## src/rtl/pulse_scheduler_pkg.sv

```systemverilog
// Shared types for the pulse scheduler: descriptor layout, FSM state
// encoding and the effective-delay helper.
package pulse_scheduler_pkg;

   localparam int PULSE_REG_TSTART_W = 16;
   localparam int PULSE_MEM_ADDR_W   = 8;

   typedef struct packed {
      logic [PULSE_REG_TSTART_W-1:0] delay;
      logic [PULSE_MEM_ADDR_W-1:0]   pulse_mem_addr;
   } pulse_descriptor_t;

   typedef enum logic [1:0] {
      S_IDLE = 2'd0,
      S_WAIT = 2'd1,
      S_FIRE = 2'd2
   } pulse_sched_state_t;

   // A zero delay behaves like a delay of one: back-to-back issues.
   function automatic logic [PULSE_REG_TSTART_W-1:0] eff_delay(
      input logic [PULSE_REG_TSTART_W-1:0] d);
      return (d == '0) ? {{(PULSE_REG_TSTART_W-1){1'b0}}, 1'b1} : d;
   endfunction

endpackage

```

## src/rtl/pulse_desc_fifo.sv

```systemverilog
// Synchronous descriptor FIFO, DEPTH entries of pulse_descriptor_t.
// Ports:
//   i_clk, i_reset_n (sync, active-low), i_flush (drop contents)
//   i_push/i_data    write side (caller guarantees !o_full)
//   i_pop            read side  (caller guarantees !o_empty)
//   o_head           oldest entry, valid when !o_empty
//   o_full, o_empty, o_count
module pulse_desc_fifo
   import pulse_scheduler_pkg::*;
#(
   parameter int DEPTH = 4
) (
   input  logic                        i_clk,
   input  logic                        i_reset_n,
   input  logic                        i_flush,
   input  logic                        i_push,
   input  pulse_descriptor_t           i_data,
   input  logic                        i_pop,
   output pulse_descriptor_t           o_head,
   output logic                        o_full,
   output logic                        o_empty,
   output logic [$clog2(DEPTH):0]      o_count
);

   localparam int PTR_W = $clog2(DEPTH);
   localparam int CNT_W = PTR_W + 1;

   pulse_descriptor_t r_mem [DEPTH];
   logic [PTR_W-1:0]  r_wr_ptr;
   logic [PTR_W-1:0]  r_rd_ptr;
   logic [CNT_W-1:0]  r_count;

   always_ff @(posedge i_clk) begin
      if (i_push) begin
         r_mem[r_wr_ptr] <= i_data;
      end
   end

   always_ff @(posedge i_clk) begin
      if (!i_reset_n || i_flush) begin
         r_wr_ptr <= '0;
         r_rd_ptr <= '0;
         r_count  <= '0;
      end else begin
         if (i_push) r_wr_ptr <= PTR_W'(r_wr_ptr + 1'b1);
         if (i_pop)  r_rd_ptr <= PTR_W'(r_rd_ptr + 1'b1);
         case ({i_push, i_pop})
            2'b10:   r_count <= CNT_W'(r_count + 1'b1);
            2'b01:   r_count <= CNT_W'(r_count - 1'b1);
            default: r_count <= r_count;
         endcase
      end
   end

   assign o_head  = r_mem[r_rd_ptr];
   assign o_full  = (r_count == CNT_W'(DEPTH));
   assign o_empty = (r_count == '0);
   assign o_count = r_count;

endmodule

```

## src/rtl/pulse_scheduler.sv

```systemverilog
// Releases queued pulse descriptors to the playback engine so that each
// play_valid rises `delay` cycles after the previous handshake; flags and
// counts descriptors that arrive after their slot.
// Ports:
//   i_clk, i_reset_n (sync, active-low), i_run (timeline enable), i_flush
//   i_in_desc/i_in_valid/o_in_ready      descriptor input (FIFO read side)
//   o_play_addr/o_play_valid/i_play_ready issue to playback engine
//   o_busy        queue non-empty or issue pending
//   o_late_pulse  1-cycle strobe, coincident with a late play_valid rise
//   o_issued_count, o_late_count  saturating debug counters
//
// state  | meaning
// S_IDLE | timeline not started; elapsed held at 0
// S_WAIT | counting elapsed toward the head descriptor's slot
// S_FIRE | play_valid raised, holding address until play_ready
module pulse_scheduler
   import pulse_scheduler_pkg::*;
#(
   parameter int DEPTH = 4,
   parameter int CNT_W = 16
) (
   input  logic                        i_clk,
   input  logic                        i_reset_n,
   input  logic                        i_run,
   input  logic                        i_flush,
   input  pulse_descriptor_t           i_in_desc,
   input  logic                        i_in_valid,
   output logic                        o_in_ready,
   output logic [PULSE_MEM_ADDR_W-1:0] o_play_addr,
   output logic                        o_play_valid,
   input  logic                        i_play_ready,
   output logic                        o_busy,
   output logic                        o_late_pulse,
   output logic [CNT_W-1:0]            o_issued_count,
   output logic [CNT_W-1:0]            o_late_count
);

   localparam int DELAY_W = PULSE_REG_TSTART_W;
   localparam int ADDR_W  = PULSE_MEM_ADDR_W;

   pulse_sched_state_t      r_state;
   pulse_sched_state_t      w_state_nxt;
   logic [DELAY_W-1:0]      r_elapsed;
   logic [ADDR_W-1:0]       r_play_addr;
   logic                    r_play_valid;
   logic                    r_late_pulse;
   logic [CNT_W-1:0]        r_issued_count;
   logic [CNT_W-1:0]        r_late_count;

   pulse_descriptor_t       w_head;
   logic                    w_full;
   logic                    w_empty;
   logic [$clog2(DEPTH):0]  w_count;
   logic                    w_push;
   logic                    w_fire;
   logic                    w_late;
   logic                    w_hs;
   logic [DELAY_W:0]        w_due;
   logic [DELAY_W:0]        w_dly;

   assign o_in_ready = i_reset_n && !i_flush && !w_full;
   assign w_push     = i_in_valid && o_in_ready;
   assign w_hs       = (r_state == S_FIRE) && r_play_valid && i_play_ready && !i_flush;

   // w_due is the elapsed value at the cycle play_valid would rise if we
   // fired now; a registered issue lands one cycle after the decision.
   assign w_due = {1'b0, r_elapsed} + 1'b1;
   assign w_dly = {1'b0, eff_delay(w_head.delay)};

   pulse_desc_fifo #(.DEPTH(DEPTH)) u_fifo (
      .i_clk     (i_clk),
      .i_reset_n (i_reset_n),
      .i_flush   (i_flush),
      .i_push    (w_push),
      .i_data    (i_in_desc),
      .i_pop     (w_fire),
      .o_head    (w_head),
      .o_full    (w_full),
      .o_empty   (w_empty),
      .o_count   (w_count)
   );

   always_ff @(posedge i_clk) begin
      if (!i_reset_n) r_state <= S_IDLE;
      else            r_state <= w_state_nxt;
   end

   always_comb begin
      w_state_nxt = r_state;
      w_fire      = 1'b0;
      w_late      = 1'b0;
      if (i_flush) begin
         w_state_nxt = S_IDLE;
      end else begin
         case (r_state)
            S_IDLE: begin
               if (i_run && !w_empty) w_state_nxt = S_WAIT;
            end
            S_WAIT: begin
               if (i_run && !w_empty && (w_due >= w_dly)) begin
                  w_fire      = 1'b1;
                  w_late      = (w_due > w_dly);
                  w_state_nxt = S_FIRE;
               end
            end
            S_FIRE: begin
               // The handshake cycle is elapsed 0, so only a one-cycle slot
               // can chain straight into the next issue, and it is never late.
               if (w_hs) begin
                  if (i_run && !w_empty && (w_dly == (DELAY_W+1)'(1))) begin
                     w_fire      = 1'b1;
                     w_state_nxt = S_FIRE;
                  end else begin
                     w_state_nxt = S_WAIT;
                  end
               end
            end
            default: w_state_nxt = S_IDLE;
         endcase
      end
   end

   always_ff @(posedge i_clk) begin
      if (!i_reset_n) begin
         r_elapsed      <= '0;
         r_play_addr    <= '0;
         r_play_valid   <= 1'b0;
         r_late_pulse   <= 1'b0;
         r_issued_count <= '0;
         r_late_count   <= '0;
      end else if (i_flush) begin
         r_elapsed    <= '0;
         r_play_valid <= 1'b0;
         r_late_pulse <= 1'b0;
      end else begin
         r_late_pulse <= w_fire && w_late;
         if (w_fire) begin
            r_play_addr  <= w_head.pulse_mem_addr;
            r_play_valid <= 1'b1;
         end else if (w_hs) begin
            r_play_valid <= 1'b0;
         end

         if (r_state == S_IDLE) begin
            r_elapsed <= '0;
         end else if (w_hs) begin
            r_elapsed <= i_run ? DELAY_W'(1) : '0;
         end else if (i_run && (r_elapsed != '1)) begin
            r_elapsed <= DELAY_W'(r_elapsed + 1'b1);
         end

         if (w_hs && (r_issued_count != '1))
            r_issued_count <= CNT_W'(r_issued_count + 1'b1);
         if (w_fire && w_late && (r_late_count != '1))
            r_late_count <= CNT_W'(r_late_count + 1'b1);
      end
   end

   assign o_play_addr    = r_play_addr;
   assign o_play_valid   = r_play_valid;
   assign o_late_pulse   = r_late_pulse;
   assign o_issued_count = r_issued_count;
   assign o_late_count   = r_late_count;
   assign o_busy         = (w_count != '0) || r_play_valid;

endmodule

```

## config.mk

```make
export PLATFORM = sky130hd
export DESIGN_NAME = pulse_scheduler
export DESIGN_NICKNAME = d
export VERILOG_FILES = /design/src/rtl/pulse_scheduler_pkg.sv /design/src/rtl/pulse_desc_fifo.sv /design/src/rtl/pulse_scheduler.sv
export SDC_FILE = /design/constraint.sdc
export NUM_CORES = 1
export LEC_CHECK = 0
export BUFFER_PORTS_ARGS = -buffer_cell sky130_fd_sc_hd__clkbuf_2
export CORE_MARGIN = 2
export CORE_UTILIZATION = 39
export CTS_CLUSTER_DIAMETER = 120
export DETAILED_ROUTE_END_ITERATION = 10
export RECOVER_POWER = 50
export SYNTH_ARGS = -nofsm -noshare
export SYNTH_HDL_FRONTEND = slang
export SYNTH_SLANG_ARGS = --single-unit
export TNS_END_PERCENT = 20
```

## constraint.sdc

```tcl
create_clock -name i_clk -period 8.6 [get_ports i_clk]
set_input_delay 0.43 -clock i_clk [delete_from_list [all_inputs] [get_ports i_clk]]
set_output_delay 0.43 -clock i_clk [all_outputs]
set_load 0.01 [all_outputs]
```

# Yosys cells after proc, flatten, opt, wreduce, memory -nomap -nowiden
# Memories as Yosys holds them, arrays and structs flattened. A register that Yosys moved wholly into a read port is not among the register bits.
# Index checks and enable logic that the tools add are counted.
totals:
  latchBits: 0
  in_bits: 30
  ram_bits: 96
  word_cells: 91
  rom_bits: 0
  mem_count: 1
  ff_bits: 67
op_classes:
  eq_ne: 12
  shifts: 0
  magnitude_cmp: 2
  bitwise_logic: 2
  n_mux: 24
  n_addsub: 8
  n_reduce_logical: 32
  div_mod_pow: 0
  mul: 0
mem_list:
  columns: ["name", "depth", "width", "read_ports", "rd_ports_with_merged_regs", "write_ports", "line_no", "rtl"]
  rows:
  - ["u_fifo.r_mem", 4, 24, 1, 1, 1, "pulse_desc_fifo.sv:28", "pulse_descriptor_t r_mem [DEPTH];"]
op_table:
  columns: ["operator", "n"]
  rows:
  - ["$add 16x1->16 const B", 3]
  - ["$mux 16", 3]
  - ["$ne 16x16->1 const B", 3]
  - ["$add 16x1->17 const B", 1]
  - ["$ge 17x16->1", 1]
  - ["$gt 17x16->1", 1]
  - ["$eq 16x1->1 const B", 1]
  - ["$logic_not 16->1", 1]
  - ["$logic_and 1x1->1", 13]
  - ["$mux 1", 12]
  - ["$mux 2", 6]
  - ["$ne 2x2->1 const B", 3]
  - ["$pmux 2 s3", 1]
  - ["$pmux 3 s2", 1]
  - ["$reduce_and 2->1", 3]
  - ["$reduce_bool 2->1", 3]
  - ["$add 2x1->2 const B", 2]
  - ["$eq 2x1->1 const B", 2]
  - ["$eq 2x2->1 const B", 2]
  - ["$logic_not 1->1", 4]
  - ["$add 3x1->3 const B", 1]
  - ["$eq 3x3->1 const B", 1]
  - ["$logic_not 3->1", 1]
  - ["$reduce_and 3->1", 1]
  - ["other kinds (8)", 10]

# Logic depth before layout (Yosys ltp)
# Gate-level depths: netlist of run 1.
logic_depth:
  word_depth: 11
  mapped_depth: 19

# Hierarchy
# A second synthesis of run 1 with hierarchy kept.
unflattened:
  hier_cells: 628
  hier_area_um2: 7651.1
by_module_without_submodules:
  columns: ["module", "cells_per_inst", "instances", "area_each_um2"]
  rows:
  - ["pulse_desc_fifo", 174, 1, 3943.8]
  - ["pulse_scheduler", 454, 1, 3707.3]

# Worst setup path before layout of run 1
# No wires, ideal clock.
synth_path:
  path_type: "reg2reg"
  start: "reg r_elapsed[5]"
  end: "reg u_fifo.r_count[2], in the netlist u_fifo.o_count[2]"
  slack_ns: 4.320
  path_buffers: 0
  required_time_ns: 8.529
  t_arrival_ns: 4.209
  stages_incl_launch_ff: 20
  cell_sequence: "dfxtp_1 nand4_1 or2_1 nor2_1 and3_1 nand3_1 xnor2_1 ha_1 nand3_1 nor2_1 a221oi_1 nand2_1 o31ai_1 nand2_1 ha_1 inv_1 fa_1 xor2_1 or3_1 a21oi_1"
synth_via:
  elab_chain_len: 8
  elab_cells_between_ends: 10
  cone_classes: "1 x add/sub; 1 x order compare; 2 x eq/ne; 4 x mux; 2 x reduce/logical"
synth_lines:
  columns: ["item", "line_no", "rtl"]
  rows:
  - ["start, declared", "pulse_scheduler.sv:43", "logic [DELAY_W-1:0] r_elapsed;"]
  - ["start signal, assigned", "pulse_scheduler.sv:147", "r_elapsed <= i_run ? DELAY_W'(1) : '0;"]
  - ["start signal, assigned", "pulse_scheduler.sv:149", "r_elapsed <= DELAY_W'(r_elapsed + 1'b1);"]
  - ["$add 16x1->17 *", "pulse_scheduler.sv:67", "assign w_due = {1'b0, r_elapsed} + 1'b1;"]
  - ["$ge 17x16->1 *", "pulse_scheduler.sv:100", "if (i_run && !w_empty && (w_due >= w_dly)) begin"]
  - ["$logic_and 1x1->1 *", "pulse_scheduler.sv:100", null]
  - ["$mux 1 *", "pulse_scheduler.sv:100", null]
  - ["$pmux 1 s2 *", "pulse_scheduler.sv:95", "case (r_state)"]
  - ["$mux 1 *", "pulse_scheduler.sv:92", "if (i_flush) begin"]
  - ["net u_fifo.i_pop", "pulse_desc_fifo.sv:18", "input logic i_pop,"]
  - ["$eq 2x1->1 or $eq 2x2->1 (tied branches)", "pulse_desc_fifo.sv:47", "case ({i_push, i_pop})"]
  - ["$pmux 3 s2 or $reduce_bool 2->1 (tied branches)", null, null]
  - ["end signal, assigned", "pulse_desc_fifo.sv:48", "2'b10: r_count <= CNT_W'(r_count + 1'b1);"]
  - ["end signal, assigned", "pulse_desc_fifo.sv:49", "2'b01: r_count <= CNT_W'(r_count - 1'b1);"]
  - ["end signal, assigned", "pulse_desc_fifo.sv:50", "default: r_count <= r_count;"]
  - ["end, declared", "pulse_desc_fifo.sv:31", "logic [CNT_W-1:0] r_count;"]
# Mark *: on every way through the listed nets, which the timed path passes. The rest lies on a longest branch.
# A chain may end at the register's enable or synchronous reset.

# Worst setup path after layout of run 1
# Ends and elaborated chain as after synthesis.

==> results.yml, run 1 <==
placed_design:
  port_buffers: 73
  pre_cts_ws_ns: 4.22
  dpl_cell_area_um2: 8080
  dpl.hpwl_um: 10800
  gp_congestion: 0.866
yosys:
  synth_top_area_cell: "edfxtp_1"
  yosys_warnings: 0
  synthAdderAreaFrac_pct: 4.97
  synth_top_area_share_pct: 38.7
  synth_compound_area_share_pct: 8.39
  yosysSeqAreaShare_pct: 57.3
  synth.most_common_cell: "edfxtp_1"
  synth_xor_area_share_pct: 4.23
  synthFlopType: "edfxtp_1"
  synthSimpleGateAreaFrac_pct: 14.7
  syn-cell-area_um2: 7450
  synth_top_family_by_area: "simple AND/OR/NAND/NOR gates"
  synth_cell_type_count: 61
  avgSynthCellArea_um2: 12.3
  syn_nets: 662
  synthCells: 603
  synth-seq-cells: 165
  postSynth.asyncResetShare_pct: 0
  synth_edf_count: 96
  synth.area.mux_share_pct: 7.80
  synth_common_cells: "edfxtp_1, dfxtp_1, nor2_1, a21oi_1, nand3_1"
  synthTopCellsByArea: "edfxtp_1, dfxtp_1, mux4_2, ha_1, xor2_1"
setup_path:
  required_ns: 8.94
  r2r-start: "r_elapsed[5]"
  timing.rr.end: "u_fifo.o_count[2]"
  ff2ff_path_depth: 19
  r2r_slack_ns: 4.16
  arrival_ns: 4.78
  path_max_fanout: 10
  worstSetupEndpointType: "flop"
  crit_path_start_kind: "flop"
  critPathKind: "flop to flop"
min_path:
  min_from: "i_in_desc[7]"
  hold_depth: 1
  hold_class: "input pin to flop"
  worstHoldEndpoint: "u_fifo.r_mem[3][7]"
finish:
  nets: 746
  diodes: 0
  drive_gt1_share_pct: 10.1
  area_growth_pct: 14.5
  post-route-cell-area_um2: 8530
  fill_cells: 1679
drt:
  drt_wl_total_um: 15700
  vias: 5049
  drt-vias-per-instance: 5.41
  drt_iter0_drc: 326
  drc_errors: 0
  drtAntennaViolNets: 0
  firstDrtPassIters: 6
  wl_per_cell_um: 16.8
clock_tree:
  post_cts_buffers: 0
  ctsResizeCount: 0
  htreeDepth: 4
  cts_buffer_depth: 2
  cts_tree: "yes"
  clock_sinks: 165
  path_clk_slew_ns: 0.06
  clkLatencyLatePin_ns: 0.42
  postCtsHoldBufs: 0
  cts-root-buf: "clkbuf_16"
  cts_made_buffers: 17
global_routing:
  grt_max_degree: 34
  grt-ovfl-total: 0
  antenna_found_initial: 0
  first_global_vias: 5041
  grt_pass1_wl_um: 25500
  grt_usage_pct: 16.1
timing:
  post-route-period-util_pct: 51.6
  finalSetupTns_ns: 0
  slew_violations: 25
  skew_ns: 0.00492
  relSlewSlack_pct: -2.53
  timing.fmax_mhz: 225
  layout_setup_ws_ns: 4.16
  worst_pin_slew_ns: 1.54
  grt_setup_unrepaired: "false"
  finalSetupViolCount: 0
  min_period_ns: 4.44
  final_hold_viol_count: 0
pwr:
  power_density_nw_per_um2: 184
  p_leak_nw: 2.87
  peakVddDrop_mv: 0.128
outcome:
  violations: "max-capacitance violations, max-slew violations"
  status: "finished, violations left"
floorplanning:
  die_area_um2: 20200
  ios: 74
  die_h_um: 142
  core_area_um2: 18700
  initial_core_util_pct: 39.8
  chipWidth_um: 142
  fp-row-count: 50
run:
  drv_cap: 1
[logic make-up (layout without fill, tap and decap cells)]
kind of cell               count (synthesis)  after routing
xor gates and xnor gates                  36             36
muxes                                     28             28
buffers and inverters                     44            141
DFF                                      165            165
and+or+nand+nor                          200            200
AOI/OAI and AO/OA                        101            101
adders and majority gates                 29             29
[worst max-delay path: stages, from the launching register on]
cell     delay [ns]
dfxtp_1        0.44
nand4_1        0.21
or2_1          0.29
nor2_1         0.21
and3_1         0.27
nand3_1        0.15
xnor2_1        0.18
ha_1           0.30
nand3_1        0.12
or3_1          0.41
nor2_1         0.16
o31ai_1        0.08
buf_4          0.20
nand2_1        0.07
ha_1           0.18
inv_1          0.07
fa_1           0.42
xor2_1         0.16
or3_1          0.31
a21oi_1        0.13
[worst max path at each step]
stage	slack (ns)	to	from
after detailed placement	4.22	u_fifo.o_count[2]	r_elapsed[0]
after floorplan	4.32	u_fifo.o_count[2]	r_elapsed[5]
after global placement	4.34	u_fifo.o_count[2]	r_elapsed[5]
after global routing	3.82	u_fifo.o_count[2]	r_elapsed[5]
final	4.16	u_fifo.o_count[2]	r_elapsed[5]
after CTS	4.19	u_fifo.o_count[2]	r_elapsed[5]
[power by group]
group          switching, mW  total [mW]  internal (mW)
Clock                  0.299       0.694          0.396
Sequential           0.00151       0.841          0.839
Combinational         0.0244      0.0361         0.0117
[per-layer routing]
metal  vias to the layer above  share of wire [%]  global-route usage [%]
met2                        96                 48                    26.5
met4                         0                1.3                    6.32
met1                      2483                 47                    21.6
met5                         -                  0                       0
li1                       2455                  -                       -
met3                        15                3.7                    2.46
[layout make-up]
class	count	area [um^2]	share of cell area, %
Clock buffer	19	433	5.08
Inverter	27	101	1.19
Tap cell	234	293	3.43
Clock inverter	13	108	1.26
Multi-Input combinational cell	394	2980	35.0
Timing Repair Buffer	82	344	4.04
Sequential cell	165	4260	50.0
[per-stage QoR]
stage	hold slack, ns	total power, mW	cells	utilization, %
after floorplan	0.449	0.877	603	-
after global placement	0.454	0.894	902	43.2
after detailed placement	0.460	0.896	902	43.2
after CTS	0.206	1.59	934	46.1
after global routing	0.271	1.63	934	45.6
final	0.266	1.57	934	45.6
[cells in the final DEF, fill, tap and decap left out, types with 3 or more instances in the layout]
master	instances
nand3_1	35
or3_1	17
a21oi_1	35
o21ai_1	15
xor2_1	23
and3_1	13
mux2i_1	4
nand2_1	31
or4_1	5
clkbuf_2	5
xnor2_1	13
and4b_1	4
nor4_1	7
o21bai_1	3
and4_1	4
nor2b_1	3
o21ai_0	14
inv_1	27
clkinv_1	4
clkinvlp_4	3
edfxtp_1	96
and2_1	3
clkbuf_1	71
nand4_1	15
dfxtp_1	69
o31a_1	4
nor2_1	41
clkbuf_16	17
nor3_1	6
mux4_2	24
buf_4	8
o31ai_1	6
ha_1	28
nand2b_1	3
o21a_1	4
[registers in the layout (all words and copies together) (netlist names), named ones only]
register	cells
u_fifo.r_mem	96
o_issued_count	16
o_late_count	16
r_elapsed	16
o_play_addr	8
u_fifo.o_count	3
r_state	2
u_fifo.r_rd_ptr	2
u_fifo.r_wr_ptr	2
o_late_pulse	1
o_play_valid	1
Note: power is estimated with default switching activity, not from simulation.
==> run 2, diff against run 1 <==
==> constraint.sdc (replaced) <==
create_clock -name i_clk -period 3.62 [get_ports i_clk]
set_input_delay 0.181 -clock i_clk [delete_from_list [all_inputs] [get_ports i_clk]]
set_output_delay 0.181 -clock i_clk [all_outputs]
set_load 0.01 [all_outputs]
==> run 2 against run 1 <==
- largest cell class unchanged
- first-iteration DRC count up 7.7%
- sequential power up 140%
- core utilization up 5.2 points
- the run ends with negative setup slack left
- cell area up 11%
- worst setup slack worse by 4.2 ns
- clock power up 150%
- cell count up 9.6%
- critical path type unchanged
==> results.yml, run 2 (same netlist as run 1, synthesis figures left out) <==
outcome:
  status: "finished, violations left"
  violations: "negative setup slack"
finish:
  drive_gt1_share_pct: 22.0
  final_cell_mix: "edfxtp_1, clkbuf_1, buf_4, dfxtp_1, nor2_1"
  area_growth_pct: 27.5
  fill_cells: 1665
  post-route-cell-area_um2: 9490
  fin_util_pct: 50.7
  diodes: 0
  top_register: "u_fifo.r_mem"
  largest_register_ff_count: 96
  instances_no_fill: 1024
  nets: 836
  final_common_cell: "edfxtp_1"
floorplanning:
  initial_core_util_pct: 39.8
  fp-row-count: 50
  chipWidth_um: 142
  ios: 74
  die_h_um: 142
  die_area_um2: 20200
  core_area_um2: 18700
clock_tree:
  clock_sinks: 165
  clkLatencyLatePin_ns: 0.42
  cts_made_buffers: 17
  cts_tree: "yes"
  cts_buffer_depth: 2
  cts-root-buf: "clkbuf_16"
  path_clk_slew_ns: 0.07
  htreeDepth: 4
drt:
  drtAntennaViolNets: 0
  wl_per_cell_um: 16.7
  firstDrtPassIters: 5
  drt_wl_total_um: 17100
  vias: 5475
  drc_errors: 0
  drt-vias-per-instance: 5.35
  drt_iter0_drc: 351
min_path:
  hold_class: "input pin to flop"
  min_from: "i_reset_n"
pwr:
  p_leak_nw: 3.33
  peakVddDrop_mv: 0.289
  p_total_mw: 3.82
  power_density_nw_per_um2: 403
placed_design:
  dpl_cell_area_um2: 8620
  gp_congestion: 0.815
  dp.cells: 961
  pre_cts_ws_ns: -0.173
  port_buffers: 73
  dpl.hpwl_um: 11800
setup_path:
  path_max_fanout: 7
  critPathKind: "flop to flop"
  crit_path_start_kind: "flop"
  arrival_ns: 4.04
  worstSetupEndpointType: "flop"
  required_ns: 3.97
timing:
  finalSetupTns_ns: -0.122
  finalSetupViolCount: 2
  min_period_ns: 3.69
  worst_pin_slew_ns: 1.06
  relSlewSlack_pct: 28.9
  layout_setup_ws_ns: -0.0693
  skew_ns: 0.00948
  timing.fmax_mhz: 271
  post-route-period-util_pct: 102
  final_hold_viol_count: 0
  timing.hold.ws_ns: 0.158
  slew_violations: 0
  grt_setup_unrepaired: "true"
global_routing:
  grt_max_degree: 34
  grt_pass1_wl_um: 27700
  grt-ovfl-total: 0
  first_global_vias: 5465
  grt_usage_pct: 17.6
  antenna_found_initial: 0
run:
  drv_cap: 0
## run 2: per-layer routing
layer	track usage, %	part of all wire [%]	up-vias
li1	-	-	2634
met2	29.7	50	115
met4	5.42	1.0	0
met3	3.43	3.9	16
met5	0	0	-
met1	22.9	45	2710
## run 2: path summary, 6_finish.rpt
check | end | slack (ns) | depth (start not counted)
worst min-delay path | o_late_count[15] | 0.16 | 2
worst max register to register | u_fifo.o_count[2] | -0.07 | 18
worst min register to register | o_play_addr[0] | 0.48 | 2
worst max-delay path | u_fifo.o_count[2] | -0.07 | 18
## run 2: repair_timing
item,in CTS,in global routing
setup endpoints to repair,2,31
hold buffers,24,0
pin swaps,13,13
buffers inserted,3,3
gates cloned,1,0
endpoints found under the hold margin,96,0
gates resized for setup,11,15
## run 2: final cells by class
type	count	area (um^2)	share of cell area, %
sequential	165	4270	45.0
timing repair buffer	172	1150	12.1
clock buffer	18	429	4.52
clock inverter	14	123	1.29
tap	234	293	3.08
inverter	27	101	1.07
multi-input combinational	394	3130	33.0
## run 2: power by group
part           switching, mW  internal [mW]  total (mW)
Combinational         0.0659         0.0515       0.117
Sequential           0.00365           1.99        2.00
Clock                  0.757          0.952        1.71
## run 2: critical path, stage by stage, from the launching register on
cell and delay (ns):
dfxtp_4 0.38, buf_12 0.14, buf_4 0.10, buf_4 0.10, mux4_2 0.53, inv_1 0.12, ha_1 0.24, and4_1 0.21
a221o_1 0.38, nor2_2 0.13, nor2_4 0.05, o31ai_4 0.18, nand2_1 0.09, ha_2 0.18, inv_2 0.05, fa_2 0.18
xor2_1 0.07, or3_1 0.34, a21oi_2 0.13
==> run 3, diff against run 2 <==
--- a/config.mk
+++ b/config.mk
@@ -11,6 +11,7 @@
 export CTS_CLUSTER_DIAMETER = 120
 export DETAILED_ROUTE_END_ITERATION = 10
 export RECOVER_POWER = 50
+export SETUP_SLACK_MARGIN = 0.3
 export SYNTH_ARGS = -nofsm -noshare
 export SYNTH_HDL_FRONTEND = slang
 export SYNTH_SLANG_ARGS = --single-unit
==> run 3 against run 2 <==
- the run still ends with negative setup slack left
- sequential cell count unchanged
- via count about the same
- clock power grew 13%
- non-clock buffer count unchanged
- maximum frequency fell by 2.6%
- register-to-register slack worse by 0.098 ns
- critical path type unchanged
==> results.yml, run 3 (same netlist as run 1, synthesis figures left out) <==
setup_path:
  required_ns: 3.98
  arrival_ns: 4.14
  worstSetupEndpointType: "flop"
  critPathMaxStageDelay_ns: 0.54
  crit_path_cell_trace: "buf_12 -> buf_8 -> mux4_2 -> nor4_2 -> nand4_1 -> o21bai_1 -> ha_2 -> inv_2 -> a221o_1 -> nor2_2 -> nor2_4 -> o31ai_4 -> nand2_1 -> ha_2 -> inv_2 -> fa_2 -> xor2_1 -> or3_1 -> a21oi_2"
  critPathKind: "flop to flop"
  crit_path_start_kind: "flop"
  worst_path_max_delay_cell: "mux4_2"
  path_max_fanout: 7
timing:
  timing.hold.ws_ns: 0.0971
  finalSetupTns_ns: -0.418
  grt_setup_unrepaired: "true"
  slew_violations: 0
  finalSetupViolCount: 4
  layout_setup_ws_ns: -0.167
  timing.fmax_mhz: 264
  final_hold_viol_count: 0
  relSlewSlack_pct: 29.6
  skew_ns: 0.00794
  post-route-period-util_pct: 105
  min_period_ns: 3.79
  worst_pin_slew_ns: 1.05
finish:
  final_common_cell: "edfxtp_1"
  post-route-cell-area_um2: 9610
  top_register: "u_fifo.r_mem"
  drive_gt1_share_pct: 22.9
  largest_register_ff_count: 96
  area_growth_pct: 29.0
  final_cell_mix: "edfxtp_1, clkbuf_1, buf_4, dfxtp_1, nor2_1"
  nets: 836
  fill_cells: 1614
  diodes: 0
drt:
  wl_per_cell_um: 16.7
  drt_iter0_drc: 292
  drt-vias-per-instance: 5.35
  drtAntennaViolNets: 0
  firstDrtPassIters: 5
  drt_wl_total_um: 17100
  vias: 5478
  drc_errors: 0
pwr:
  p_leak_nw: 3.42
  power_density_nw_per_um2: 422
  peakVddDrop_mv: 0.284
  p_total_mw: 4.06
global_routing:
  grt-ovfl-total: 0
  grt_usage_pct: 17.6
  first_global_vias: 5507
  grt_pass1_wl_um: 27700
  antenna_found_initial: 0
  grt_max_degree: 34
clock_tree:
  htreeDepth: 4
  path_clk_slew_ns: 0.06
  clkLatencyLatePin_ns: 0.42
  clock_sinks: 165
  cts_tree: "yes"
  cts_buffer_depth: 2
  cts_made_buffers: 17
  cts-root-buf: "clkbuf_16"
outcome:
  violations: "negative setup slack"
  status: "finished, violations left"
floorplanning:
  core_area_um2: 18700
  fp-row-count: 50
  initial_core_util_pct: 39.8
  die_area_um2: 20200
  die_h_um: 142
  chipWidth_um: 142
  ios: 74
placed_design:
  port_buffers: 73
  dpl.hpwl_um: 11800
  dpl_cell_area_um2: 8600
  gp_congestion: 0.874
  pre_cts_ws_ns: -0.205
min_path:
  hold_class: "input pin to flop"
  min_from: "i_in_desc[10]"
run:
  drv_cap: 0
-- run 3: cell types whose count changed in the layout (fill, tap and decap cells not counted), sizes merged --
cell	before	now
dlygate4sd3	24	23
clkinv	7	4
bufinv	1	5
buf	74	76
inv	32	30
clkinvlp	1	0
-- run 3: layer usage --
metal	share of wire [%]	global-route usage, %	wire (um)
met1	46	23.1	7930
met2	49	29.7	8470
met3	3.2	2.99	550
met4	1.0	6.16	178
met5	0	0	0
-- run 3: report_power, final --
| group | internal (mW) | switching (mW) |
|---|---|---|
| Clock | 1.23 | 0.718 |
| Combinational | 0.0508 | 0.0662 |
| Sequential | 1.99 | 0.00376 |
-- run 3: critical path, delay by kind of cell (launching register included) --
kind | cells | cell delay (ns)
AND/OR/NAND/NOR | 6 | 1.03
AO/OA/AOI/OAI | 4 | 0.84
adder cells (fa/ha/maj) | 3 | 0.57
multiplexers | 1 | 0.54
flip-flops | 1 | 0.34
buffers and inverters | 4 | 0.33
XOR/XNOR | 1 | 0.06
-- run 3: final timing paths --
| check | slack (ns) | end | cells after the start |
|---|---|---|---|
| min reg2reg | 0.48 | o_play_addr[1] | 2 |
| max | -0.17 | u_fifo.o_count[2] | 19 |
| min | 0.1 | u_fifo.r_mem[1][10] | 1 |
| max reg2reg | -0.17 | u_fifo.o_count[2] | 19 |
-- run 3: timing repair --
item,4_1_cts,5_1_grt
setup endpoints to repair,30,34
endpoints found under the hold margin,91,0
hold buffers,23,0
gates cloned,1,0
buffers inserted,6,2
pin swaps,22,28
resized for setup,27,13
-- run 3: stage by stage --
step / cells / utilization [%]
4_1_cts: 1021 / 51.5
6_report: 1023 / 51.4
3_5_place_dp: 960 / 46.0
5_1_grt: 1023 / 51.4
2_1_floorplan: 603 / -
3_3_place_gp: 960 / 46.0
-- run 3: cell type report --
type                            count  area (um^2)  share of cell area (%)
Clock buffer                       19          433                    4.51
Multi-Input combinational cell    394         3170                    33.0
Timing Repair Buffer              172         1140                    11.9
Inverter                           27          101                    1.05
Sequential cell                   165         4270                    44.5
Tap cell                          234          293                    3.05
Clock inverter                     12          201                    2.10
